## config.mk

```make
export PLATFORM = sky130hd
export DESIGN_NAME = instr_fetch_unit
export DESIGN_NICKNAME = d
export VERILOG_FILES = /design/src/rtl/fetch_pkg.sv /design/src/rtl/fetch_queue.sv /design/src/rtl/instr_fetch_unit.sv
export SDC_FILE = /design/constraint.sdc
export NUM_CORES = 1
export LEC_CHECK = 0
export BUFFER_PORTS_ARGS = -buffer_cell sky130_fd_sc_hd__buf_2
export CAP_MARGIN = 20
export CELL_PAD_IN_SITES_DETAIL_PLACEMENT = 1
export CELL_PAD_IN_SITES_GLOBAL_PLACEMENT = 1
export CORE_MARGIN = 2
export CORE_UTILIZATION = 45
export CTS_BUF_LIST = sky130_fd_sc_hd__clkbuf_4
export DETAILED_ROUTE_END_ITERATION = 12
export GPL_TIMING_DRIVEN = 0
export PLACE_DENSITY_LB_ADDON = 0.1
export SLEW_MARGIN = 0
export SYNTH_ARGS = -nofsm -noshare
export SYNTH_HDL_FRONTEND = slang
export SYNTH_SLANG_ARGS = --single-unit
```

## constraint.sdc

```tcl
create_clock -name clock -period 3.7 [get_ports clock]
set_clock_uncertainty 0.15 [all_clocks]
set_input_delay 0.185 -clock clock [delete_from_list [all_inputs] [get_ports clock]]
set_output_delay 0.185 -clock clock [all_outputs]
set_load 0.02 [all_outputs]
```

## src/rtl/fetch_pkg.sv

```systemverilog
// Shared types and constants for the instruction fetch front end.
// Fetch address and word widths default to 32 bits when no platform config defines them.
`ifndef DRAM_ADDRESS_SIZE
`define DRAM_ADDRESS_SIZE 32
`endif
`ifndef DRAM_WORD_SIZE
`define DRAM_WORD_SIZE 32
`endif

package fetch_pkg;
  localparam int FETCH_ADDR_W = `DRAM_ADDRESS_SIZE;
  localparam int FETCH_WORD_W = `DRAM_WORD_SIZE;
  localparam int PC_STEP      = 4;

  typedef enum logic [1:0] {
    IDLE        = 2'd0,
    WAIT        = 2'd1,
    WAIT_SQUASH = 2'd2
  } fetch_state_t;

  typedef struct packed {
    logic [FETCH_WORD_W-1:0] instr;
    logic [FETCH_ADDR_W-1:0] pc;
  } fetch_entry_t;
endpackage

```

## src/rtl/fetch_queue.sv

```systemverilog
// Prefetch FIFO of {instr, pc} entries with flush and a registered head.
// The head register is loaded with whatever entry will be oldest after this cycle's push/pop.
module fetch_queue
  import fetch_pkg::*;
#(
  parameter int DEPTH = 4,
  localparam int PTR_W = $clog2(DEPTH),
  localparam int CNT_W = PTR_W + 1
) (
  input  logic             clock,
  input  logic             reset,
  input  logic             push,
  input  fetch_entry_t     push_entry,
  input  logic             pop,
  input  logic             flush,
  output logic [CNT_W-1:0] count,
  output logic             head_valid,
  output fetch_entry_t     head
);

  fetch_entry_t mem [DEPTH];
  logic [PTR_W-1:0] wr_ptr;
  logic [PTR_W-1:0] rd_ptr;
  logic [PTR_W-1:0] rd_next;
  logic [CNT_W-1:0] remain;
  logic             do_pop;

  assign do_pop  = pop && head_valid;
  assign remain  = count - CNT_W'(do_pop);
  assign rd_next = rd_ptr + PTR_W'(do_pop);

  always_ff @(posedge clock) begin
    if (push && !flush) mem[wr_ptr] <= push_entry;
  end

  always_ff @(posedge clock or negedge reset) begin
    if (!reset) begin
      wr_ptr     <= '0;
      rd_ptr     <= '0;
      count      <= '0;
      head_valid <= 1'b0;
      head       <= '0;
    end else if (flush) begin
      wr_ptr     <= '0;
      rd_ptr     <= '0;
      count      <= '0;
      head_valid <= 1'b0;
    end else begin
      if (push) wr_ptr <= wr_ptr + PTR_W'(1);
      rd_ptr <= rd_next;
      count  <= remain + CNT_W'(push);
      // A push into an otherwise-empty queue bypasses the storage array.
      if (remain != '0) begin
        head       <= mem[rd_next];
        head_valid <= 1'b1;
      end else if (push) begin
        head       <= push_entry;
        head_valid <= 1'b1;
      end else begin
        head_valid <= 1'b0;
      end
    end
  end

endmodule

```

## src/rtl/instr_fetch_unit.sv

```systemverilog
// Fetch front end: sequential icache requests, prefetch queue, redirect flush/squash.
//   state       | meaning
//   IDLE        | no request outstanding, waiting for a free queue slot
//   WAIT        | request at icache_PC outstanding, response will be queued
//   WAIT_SQUASH | request outstanding after a redirect, response will be dropped
module instr_fetch_unit
  import fetch_pkg::*;
#(
  parameter int ADDR_W      = FETCH_ADDR_W,
  parameter int WORD_W      = FETCH_WORD_W,
  parameter int QUEUE_DEPTH = 4,
  parameter logic [ADDR_W-1:0] RESET_PC = '0
) (
  input  logic              clock,
  input  logic              reset,
  input  logic              redirect,
  input  logic [ADDR_W-1:0] redirect_pc,
  output logic [ADDR_W-1:0] icache_PC,
  output logic              icache_instrRequest,
  input  logic [WORD_W-1:0] icache_instruction,
  input  logic              icache_instrReady,
  output logic              instr_valid,
  output logic [WORD_W-1:0] instr,
  output logic [ADDR_W-1:0] instr_pc,
  input  logic              decode_ready
);

  localparam int CNT_W = $clog2(QUEUE_DEPTH) + 1;
  localparam logic [CNT_W-1:0] FULL = CNT_W'(QUEUE_DEPTH);

  fetch_state_t      state;
  logic [ADDR_W-1:0] fetch_pc;
  logic [ADDR_W-1:0] pc_inc;
  logic [ADDR_W-1:0] redirect_base;
  logic [CNT_W-1:0]  count;
  logic [CNT_W-1:0]  count_after;
  logic              push;
  logic              pop;
  logic              head_valid;
  fetch_entry_t      push_entry;
  fetch_entry_t      head;
  logic              unused_pc_bits;

  assign redirect_base  = {redirect_pc[ADDR_W-1:2], 2'b00};
  assign unused_pc_bits = ^redirect_pc[1:0];
  assign pc_inc         = fetch_pc + ADDR_W'(PC_STEP);
  assign push           = (state == WAIT) && icache_instrReady && !redirect;
  assign pop            = head_valid && decode_ready && !redirect;
  assign push_entry     = '{instr: icache_instruction, pc: icache_PC};
  assign count_after    = count + CNT_W'(push) - CNT_W'(pop);

  fetch_queue #(.DEPTH(QUEUE_DEPTH)) u_queue (
    .clock      (clock),
    .reset      (reset),
    .push       (push),
    .push_entry (push_entry),
    .pop        (pop),
    .flush      (redirect),
    .count      (count),
    .head_valid (head_valid),
    .head       (head)
  );

  assign instr_valid = head_valid;
  assign instr       = head.instr;
  assign instr_pc    = head.pc;

  // After a redirect with nothing left in flight the queue is empty, so the
  // target request is issued straight away rather than via an idle cycle.
  always_ff @(posedge clock or negedge reset) begin
    if (!reset) begin
      state               <= IDLE;
      fetch_pc            <= RESET_PC;
      icache_PC           <= RESET_PC;
      icache_instrRequest <= 1'b0;
    end else begin
      case (state)
        IDLE: begin
          if (redirect) begin
            state               <= WAIT;
            fetch_pc            <= redirect_base;
            icache_PC           <= redirect_base;
            icache_instrRequest <= 1'b1;
          end else if (count < FULL) begin
            state               <= WAIT;
            icache_PC           <= fetch_pc;
            icache_instrRequest <= 1'b1;
          end
        end
        WAIT: begin
          if (redirect) begin
            fetch_pc <= redirect_base;
            if (!icache_instrReady) state <= WAIT_SQUASH;
            else icache_PC <= redirect_base;
          end else if (icache_instrReady) begin
            fetch_pc <= pc_inc;
            if (count_after < FULL) begin
              icache_PC <= pc_inc;
            end else begin
              state               <= IDLE;
              icache_instrRequest <= 1'b0;
            end
          end
        end
        WAIT_SQUASH: begin
          if (redirect) fetch_pc <= redirect_base;
          if (icache_instrReady) begin
            state     <= WAIT;
            icache_PC <= redirect ? redirect_base : fetch_pc;
          end
        end
        default: begin
          state               <= IDLE;
          icache_instrRequest <= 1'b0;
        end
      endcase
    end
  end

endmodule

```

==> impl_metrics.env, run 1 <==
export IMPL_cts_max_path_buffers=3
export IMPL_hold_class="primary input to flop"
export IMPL_cp_max_fo=10
export IMPL_crit_slowest_cell="clkbuf_1"
export IMPL_dieArea_um2=39800
export IMPL_antenna_found_initial=1
export IMPL_avgSynthCellArea_um2=14.5
export IMPL_fin_setup_tns_ps=0
export IMPL_crit_arrival_ps=4010
export IMPL_grt_pass1_wl_mm=76.6
export IMPL_p_clk_frac=0.245
export IMPL_cpPeakStageDelay_ps=630
export IMPL_htreeDepth=3
export IMPL_worstSetupPathType="primary input to flop"
export IMPL_initial_utilization=0.456
export IMPL_die_x_um=199
export IMPL_cp_required_ps=4250
export IMPL_grt_overflow=0
export IMPL_busiest_layer="met2"
export IMPL_drive_above_1_share=0.292
export IMPL_met2_usage=0.425
export IMPL_p_sw_w=0.00612
export IMPL_grt_usage=0.260
export IMPL_crit_family="buffers and inverters"
export IMPL_cts_tree="built"
export IMPL_clk_latency_ps=810
export IMPL_synth_top_area_frac=0.447
export IMPL_finalNetCount=1645
export IMPL_area_delta_synth_final_pct=23.8
export IMPL_grt_pass1_vias=12808
export IMPL_grt_start_max_net_pins=101
export IMPL_outcome="completed"
export IMPL_antenna_left=0
export IMPL_post_synth_top_count_cell="edfxtp_1"
export IMPL_syn_area_um2=17200
export IMPL_power_leakage_nw=8.11
export IMPL_port_buffers=164
export IMPL_finalHoldViolCount=0
export IMPL_synth_edf_count=256
export IMPL_cts_root_buf="clkbuf_4"
export IMPL_ys_warnings_count=0
export IMPL_crit_cells=14
export IMPL_setup_viol_count_final=0
export IMPL_endpoint_kind="flop"
export IMPL_hold_ws_ps=59.3
export IMPL_ys_types=68
export IMPL_finalCriticalPeriod_ps=3460
export IMPL_synth_fp_nets=1265
export IMPL_vias=12122
export IMPL_worstPathBufferInverterCount=7
export IMPL_period_share=0.936
export IMPL_dp_cells=1864
export IMPL_post_route_util=0.565
export IMPL_p_per_area_nw_per_um2=756
export IMPL_final_cell_count_no_fill=2169
export IMPL_yosysTopAreaCell="edfxtp_1"
export IMPL_wire_per_inst_um=23.3
export IMPL_seq_power_share=0.405
export IMPL_slew_violations=0
export IMPL_rsz0062_at_grt="false"
export IMPL_grtUsageMet3=0.0511
export IMPL_max_freq_ghz=0.289
export IMPL_dp_final_hpwl_mm=32.2
export IMPL_final_area_um2=21300
export IMPL_cts_inserted_buffers=105
export IMPL_cp_start_kind="primary input"
export IMPL_gp_congestion=0.865
export IMPL_first_pass_iters=5
export IMPL_cts_num_sinks=395
export IMPL_fp_row_count=71
export IMPL_combPwrFrac=0.350
export IMPL_peakVddDrop_v=0.000300
export IMPL_drv_cap=0
export IMPL_via_per_inst=5.59
export IMPL_hold_path_cell_count=2
export IMPL_intPower_w=0.00996
export IMPL_slew_headroom=0.313
export IMPL_dominantRegCellSynth="edfxtp_1"
export IMPL_core_um2=37700
export IMPL_drtIter0Drc=748
export IMPL_syn_instance_count=1184
export IMPL_power_switching_share=0.381
export IMPL_reg2reg_depth=7
export IMPL_wl_mm=50.5
export IMPL_cpMostUsedCell="clkbuf_1"
export IMPL_tightestPinTransition_ps=1030
export IMPL_ys_seq_area_frac=0.650
export IMPL_ys_top_cells_by_area="edfxtp_1 (45%), dfrtp_1 (20%), mux4_2 (8.4%)"
export IMPL_place_area_um2=18800
export IMPL_path_cells="buf_2 -> inv_1 -> clkbuf_1 -> clkbuf_2 -> and3_1 -> ha_1 -> ha_1 -> xnor2_1 -> and3_1 -> clkbuf_1 -> buf_2 -> clkbuf_1 -> o22ai_1 -> a21oi_1"
export IMPL_drc=0
export IMPL_num_io_pins=167
export IMPL_die_height_um=199
export IMPL_clkSlewWorstSetupHoldPaths_ps=60
export IMPL_ys_ff_latch=395
export IMPL_grt_use_met1=0.354
export IMPL_synth_top_cells_by_count="edfxtp_1 (256), dfrtp_1 (139), nor2_1 (99)"
export IMPL_synthArstFlopShare=0.352
[cell families after synthesis]
family,after synthesis,share of synthesized area
compound gates,254,0.0922
xor+xnor,16,0.00859
fa+ha+maj,12,0.00874
buf+inv,108,0.0274
flops,395,0.650
mux,139,0.136
simple gates,260,0.0775
[worst register-to-register path, stage by stage, from the launching register on]
cell and delay (ps):
dfrtp_1 370, clkbuf_1 480, inv_1 320, nor2_1 580, nor2_1 220, a222oi_1 350
o31ai_1 130, dlygate4sd3_1 560
[power by group through the flow]
stage                     sequential, W  clock, W  combinational, W
final                           0.00652   0.00393           0.00563
after global routing            0.00665   0.00428           0.00609
after CTS                       0.00652   0.00404           0.00565
after detailed placement        0.00661         0           0.00552
after global placement          0.00657         0           0.00540
after floorplan                 0.00698         0           0.00307
[stage by stage]
step	power, W	setup WS, ps
finish	0.0161	237
global route	0.0170	71.5
CTS	0.0162	64.5
detailed placement	0.0121	-814
global placement	0.0120	-829
floorplan	0.0100	729
[final timing paths]
check | from | to | slack (ps)
max | redirect | u_queue.head[24]$_DFFE_PN0P_ | 240
min in group asynchronous | reset | u_queue.head[30]$_DFFE_PN0P_ | 330
min reg2reg | fetch_pc[0]$_DFFE_PN0P_ | fetch_pc[0]$_DFFE_PN0P_ | 330
min | icache_instruction[1] | u_queue.mem[3][33]$_DFFE_PP_ | 60
max reg2reg | state[0]$_DFFE_PN0P_ | fetch_pc[25]$_DFFE_PN0P_ | 390
max in group asynchronous | reset | fetch_pc[11]$_DFFE_PN0P_ | 2480
[final cells by class]
type	count	area, um2
fillers	3865	16400
flip-flops and latches	395	11200
multi-input cells	681	5560
repair buffers	273	2030
clock buffers	161	1210
well taps	511	639
plain buffers	89	400
clock inverters	39	201
inverters	19	71.3
diodes	1	2.50
[flip-flops by register name, summed over array words and instances (netlist names)]
name and flops:
state 2, u_queue.wr_ptr 2, icache_PC 32, icache_instrRequest 1, u_queue.rd_ptr 2, u_queue.mem 256, fetch_pc 32, u_queue.count 3
u_queue.head_valid 1, u_queue.head 64
[cells in the final DEF (no fill, tap or decap), drive strengths merged, types with 9 or more instances in the layout]
cell type / instances
edfxtp: 256
clkbuf: 220
buf: 200
dfrtp: 139
dlygate4sd3: 103
nor2: 99
a21oi: 98
mux4: 64
o22ai: 55
mux2i: 43
nand2: 41
o21ai: 34
clkinv: 34
mux2: 32
nand3: 25
inv: 21
nand4: 20
and2: 16
ha: 12
xnor2: 12
a31oi: 12
and3: 11
nor3: 11
nor4: 11
nor2b: 9
[repair_timing]
item	in CTS	in global routing
setup endpoints to repair	0	60
endpoints found under the hold margin	363	0
resized for setup	0	2
hold buffers	104	0
buffers inserted	0	0
[metal layers]
metal	up-vias	part of all wire
met2	361	0.49
met3	82	0.051
met1	6239	0.44
met5	-	0
met4	0	0.020
li1	5440	-
Power figures use the tool's default switching activity.
==> run 2: changes to the inputs <==
==> constraint.sdc (replaced) <==
create_clock -name clock -period 3.6 [get_ports clock]
set_clock_uncertainty 0.15 [all_clocks]
set_input_delay 0.18 -clock clock [delete_from_list [all_inputs] [get_ports clock]]
set_output_delay 0.18 -clock clock [all_outputs]
set_load 0.02 [all_outputs]
==> run 2 against run 1 <==
Net effect:
- wire length up 0.18%
- power up 2.8%
- non-clock buffer count unchanged
- combinational power up 3%
- critical path depth down 7
- register-to-register slack worse by 70 ps
- largest cell class unchanged
- clock power up 3%
- die area unchanged
- sequential power up 3%
- setup slack better by 80 ps
==> impl_metrics.env, run 2 (synthesized netlist as in run 1, its figures left out) <==
export IMPL_finalNetCount=1645
export IMPL_htreeDepth=3
export IMPL_place_area_um2=18800
export IMPL_setup_viol_count_final=0
export IMPL_worstSetupPathType="flop to flop"
export IMPL_crit_arrival_ps=3790
export IMPL_cts_setup_buffers=0
export IMPL_port_buffers=164
export IMPL_grt_overflow=0
export IMPL_grt_pass1_wl_mm=76.7
export IMPL_wl_mm=50.6
export IMPL_largest_reg_flops=256
export IMPL_highest_layer="met4"
export IMPL_dieArea_um2=39800
export IMPL_drive_above_1_share=0.293
export IMPL_grt_start_max_net_pins=101
export IMPL_regMostFlops="u_queue.mem"
export IMPL_fin_ws_ps=317
export IMPL_fp_row_count=71
export IMPL_final_common_cell="edfxtp_1"
export IMPL_nFillCells=3865
export IMPL_cp_start_kind="flop"
export IMPL_cp_max_fo=10
export IMPL_max_freq_ghz=0.305
export IMPL_antenna_found_initial=1
export IMPL_slew_violations=0
export IMPL_reg_top3="u_queue.mem x256, u_queue.head x64"
export IMPL_gp_congestion=0.865
export IMPL_clk_latency_ps=800
export IMPL_reg2reg_depth=7
export IMPL_first_pass_iters=5
export IMPL_wire_per_inst_um=23.3
export IMPL_pre_cts_slack_ps=-909
export IMPL_outcome="completed"
export IMPL_cts_root_buf="clkbuf_4"
export IMPL_wl_met2_mm=24.8
export IMPL_via_per_inst=5.60
export IMPL_drtIter0Drc=728
export IMPL_core_um2=37700
export IMPL_final_cell_mix="edfxtp_1 (256), buf_2 (184), clkbuf_4 (161), dfrtp_1 (139), dlygate4sd3_1 (103)"
export IMPL_period_share=0.912
export IMPL_cts_max_path_buffers=3
export IMPL_clkSlewWorstSetupHoldPaths_ps=70
export IMPL_final_area_um2=21300
export IMPL_grt_pass1_vias=12816
export IMPL_die_x_um=199
export IMPL_dp_final_hpwl_mm=32.2
export IMPL_area_delta_synth_final_pct=23.8
export IMPL_power_w=0.0165
export IMPL_finalHoldViolCount=0
export IMPL_hold_path_cell_count=2
export IMPL_rsz0062_at_grt="false"
export IMPL_power_leakage_nw=8.12
export IMPL_endpoint_kind="flop"
export IMPL_drc=0
export IMPL_die_height_um=199
export IMPL_tightestPinTransition_ps=1030
export IMPL_slew_headroom=0.312
export IMPL_vias=12155
export IMPL_p_per_area_nw_per_um2=777
export IMPL_num_io_pins=167
export IMPL_peakVddDrop_v=0.000310
export IMPL_timing_reg2reg_setup_slack_ps=320
export IMPL_wl_met3_mm=2.82
export IMPL_wl_met1_mm=22.0
export IMPL_initial_utilization=0.456
export IMPL_drv_cap=0
export IMPL_cp_required_ps=4100
export IMPL_finalCriticalPeriod_ps=3280
export IMPL_grt_usage=0.261
export IMPL_cts_num_sinks=395
export IMPL_hold_class="primary input to flop"
export IMPL_antenna_left=0
export IMPL_cts_tree="built"
export IMPL_cts_inserted_buffers=105
[run 2: cell count changes in the layout (fill, tap and decap cells not counted)]
cell and change:
clkbuf_1 -2, clkbuf_2 +2
[run 2: layout make-up]
| type | count | area, um2 | share of cell area |
|---|---|---|---|
| antenna | 1 | 2.50 | 0.000118 |
| sequential | 395 | 11200 | 0.525 |
| timing repair buffer | 273 | 2030 | 0.0953 |
| buffer | 89 | 403 | 0.0189 |
| multi-input combinational | 681 | 5560 | 0.261 |
| clock inverter | 39 | 201 | 0.00947 |
| inverter | 19 | 71.3 | 0.00335 |
| clock buffer | 161 | 1210 | 0.0568 |
| tap | 511 | 639 | 0.0301 |
[run 2: timing repair]
action	CTS	global route
resized for setup	2	2
endpoints found under the hold margin	363	0
hold buffers	104	0
endpoints found under the setup margin	9	5
[run 2: power by group]
part	total (W)	switching, W	internal, W
clock network	0.00404	0.00192	0.00213
logic	0.00579	0.00360	0.00220
registers	0.00670	0.000787	0.00591
[run 2: final timing paths]
kind | start | to
min | icache_instruction[1] | u_queue.mem[3][33]$_DFFE_PP_
min reg2reg | fetch_pc[0]$_DFFE_PN0P_ | fetch_pc[0]$_DFFE_PN0P_
max reg2reg | state[0]$_DFFE_PN0P_ | fetch_pc[25]$_DFFE_PN0P_
max in group asynchronous | reset | fetch_pc[11]$_DFFE_PN0P_
max | state[0]$_DFFE_PN0P_ | fetch_pc[25]$_DFFE_PN0P_
min in group asynchronous | reset | u_queue.head[30]$_DFFE_PN0P_
[run 2: stage by stage]
stage | hold slack (ps) | std cells | TNS [ps] | util
final | 57.4 | 2169 | 0 | 0.565
after detailed placement | -53.5 | 1864 | -73840 | 0.499
after floorplan | -266 | 1184 | 0 | -
after global routing | 12.9 | 2169 | 0 | 0.565
after global placement | 259 | 1859 | -306820 | 0.495
after CTS | 4.46 | 2168 | 0 | 0.565
[run 2: critical path, stage by stage, from the launching register on]
cell and delay, ps:
dfrtp_1 370, clkbuf_1 460, inv_1 310, nor2_1 570, nor2_1 220, a222oi_1 360
o31ai_1 130, dlygate4sd3_1 560
[run 2: routing by layer]
layer / up-vias / GRT usage
met2: 389 / 0.425
li1: 5436 / -
met3: 79 / 0.0511
met5: - / 0
met1: 6251 / 0.354
met4: 0 / 0.0826
==> run 3: changes to the inputs <==
--- a/config.mk
+++ b/config.mk
@@ -10,7 +10,7 @@
 export CELL_PAD_IN_SITES_DETAIL_PLACEMENT = 1
 export CELL_PAD_IN_SITES_GLOBAL_PLACEMENT = 1
 export CORE_MARGIN = 2
-export CORE_UTILIZATION = 45
+export CORE_UTILIZATION = 39
 export CTS_BUF_LIST = sky130_fd_sc_hd__clkbuf_4
 export DETAILED_ROUTE_END_ITERATION = 12
 export GPL_TIMING_DRIVEN = 0
==> run 3 against run 2 <==
Net effect:
- maximum frequency is 5.3% lower
- critical path type is now primary input to flop
- largest cell class unchanged
- clock power hardly changed
- flip-flop and latch count stayed put
- setup slack worse by 180 ps
- via count is 0.25% lower
- final cell count is 4.6% higher
==> impl_metrics.env, run 3 (synthesized netlist as in run 1, its figures left out) <==
export IMPL_outcome="completed"
export IMPL_drtIter0Drc=709
export IMPL_clkSlewWorstSetupHoldPaths_ps=60
export IMPL_reg_top3="u_queue.mem x256, u_queue.head x64"
export IMPL_fp_row_count=76
export IMPL_cp_required_ps=4160
export IMPL_antenna_found_initial=2
export IMPL_finalNetCount=1674
export IMPL_die_height_um=214
export IMPL_grt_pass1_wl_mm=81.1
export IMPL_core_um2=43300
export IMPL_final_cell_mix="edfxtp_1 (256), buf_2 (184), clkbuf_4 (168), dfrtp_1 (139), dlygate4sd3_1 (130)"
export IMPL_tightestPinTransition_ps=1000
export IMPL_cts_num_sinks=395
export IMPL_dieArea_um2=45800
export IMPL_vias=12125
export IMPL_first_pass_iters=5
export IMPL_cts_root_buf="clkbuf_4"
export IMPL_finalCriticalPeriod_ps=3470
export IMPL_peakVddDrop_v=0.000286
export IMPL_rsz0062_at_grt="false"
export IMPL_htreeDepth=3
export IMPL_setup_viol_count_final=0
export IMPL_hold_class="primary input to flop"
export IMPL_via_per_inst=5.35
export IMPL_die_x_um=214
export IMPL_gp_congestion=0.864
export IMPL_slew_headroom=0.331
export IMPL_grt_start_max_net_pins=85
export IMPL_crit_arrival_ps=4020
export IMPL_place_area_um2=18900
export IMPL_initial_utilization=0.397
export IMPL_cp_start_kind="primary input"
export IMPL_finalHoldViolCount=0
export IMPL_wire_per_inst_um=23.0
export IMPL_grt_pass1_vias=13183
export IMPL_drive_above_1_share=0.293
export IMPL_largest_reg_flops=256
export IMPL_clk_latency_ps=850
export IMPL_worstSetupPathType="primary input to flop"
export IMPL_slew_violations=0
export IMPL_cts_inserted_buffers=107
export IMPL_wl_mm=52.3
export IMPL_dp_final_hpwl_mm=32.7
export IMPL_cts_max_path_buffers=3
export IMPL_num_io_pins=167
export IMPL_cts_setup_buffers=0
export IMPL_max_freq_ghz=0.288
export IMPL_port_buffers=164
export IMPL_regMostFlops="u_queue.mem"
export IMPL_final_area_um2=21600
export IMPL_drv_cap=0
export IMPL_hold_ws_ps=102
export IMPL_grt_overflow=0
export IMPL_area_delta_synth_final_pct=25.9
export IMPL_cp_max_fo=10
export IMPL_nFillCells=4447
export IMPL_drc=0
export IMPL_p_per_area_nw_per_um2=769
export IMPL_antenna_left=0
export IMPL_power_leakage_nw=8.24
export IMPL_grt_usage=0.233
export IMPL_endpoint_kind="flop"
export IMPL_final_common_cell="edfxtp_1"
export IMPL_period_share=0.963
export IMPL_cts_tree="built"
run 3: changes by cell type in the layout (fill, tap and decap cells not counted), moves of 2 or more:
cell           previous run  this run
clkbuf_1                 55        57
dlygate4sd3_1           103       130
clkinv_1                 30        19
clkbuf_2                  4         2
inv_2                     0         2
clkbuf_4                161       168
run 3: per-stage QoR:
step	util	cells	worst slack [ps]	power, W	TNS (ps)
finish	0.500	2268	134	0.0166	0
floorplan	-	1184	629	0.0103	0
detailed placement	0.437	1938	-1050	0.0125	-83850
global route	0.500	2268	20.1	0.0177	0
CTS	0.500	2267	197	0.0168	0
global placement	0.433	1933	-1050	0.0124	-360390
run 3: worst max-delay path, stage by stage:
cell and delay, ps:
buf_2 170, inv_1 170, clkbuf_1 590, clkbuf_2 490, and3_1 270, ha_1 160, ha_1 170, xnor2_1 170
and3_1 200, clkbuf_1 150, buf_2 340, clkbuf_1 570, o22ai_1 170, a21oi_1 200
run 3: repair_timing:
| action | in CTS | in global routing |
|---|---|---|
| hold buffers | 131 | 0 |
| setup endpoints to repair | 59 | 0 |
| endpoints found under the hold margin | 365 | 0 |
| gates resized for setup | 1 | 0 |
run 3: power breakdown:
| group | total, W | internal [W] | switching, W |
|---|---|---|---|
| Sequential | 0.00672 | 0.00591 | 0.000801 |
| Combinational | 0.00584 | 0.00223 | 0.00361 |
| Clock | 0.00407 | 0.00213 | 0.00194 |
run 3: area by class of cell:
class,count,area [um2],area share
well taps,585,732,0.0338
multi-input cells,681,5560,0.257
flip-flops and latches,395,11200,0.516
clock buffers,168,1260,0.0583
repair buffers,300,2300,0.106
inverters,19,71.3,0.00330
plain buffers,89,400,0.0185
clock inverters,30,140,0.00648
diodes,1,2.50,0.000116
run 3: routing by layer:
| metal | wire (um) | up-vias | share of wire | GRT usage |
|---|---|---|---|---|
| li1 | - | 5495 | - | - |
| met1 | 24100 | 6226 | 0.46 | 0.322 |
| met2 | 24700 | 332 | 0.47 | 0.368 |
| met3 | 2460 | 72 | 0.047 | 0.0493 |
| met4 | 1050 | 0 | 0.020 | 0.0732 |
| met5 | 0 | - | 0 | 0 |
run 3: worst paths after layout:
kind	startpoint	end	slack, ps	depth (start not counted)
hold reg to reg	fetch_pc[0]$_DFFE_PN0P_	fetch_pc[0]$_DFFE_PN0P_	330	1
max in group asynchronous	reset	u_queue.head[4]$_DFFE_PN0P_	2460	4
setup / recovery	redirect	u_queue.head[31]$_DFFE_PN0P_	130	14
setup reg to reg	state[0]$_DFFE_PN0P_	fetch_pc[2]$_DFFE_PN0P_	270	8
hold / removal	redirect_pc[3]	fetch_pc[3]$_DFFE_PN0P_	100	4
min in group asynchronous	reset	icache_PC[27]$_DFFE_PN0P_	360	4
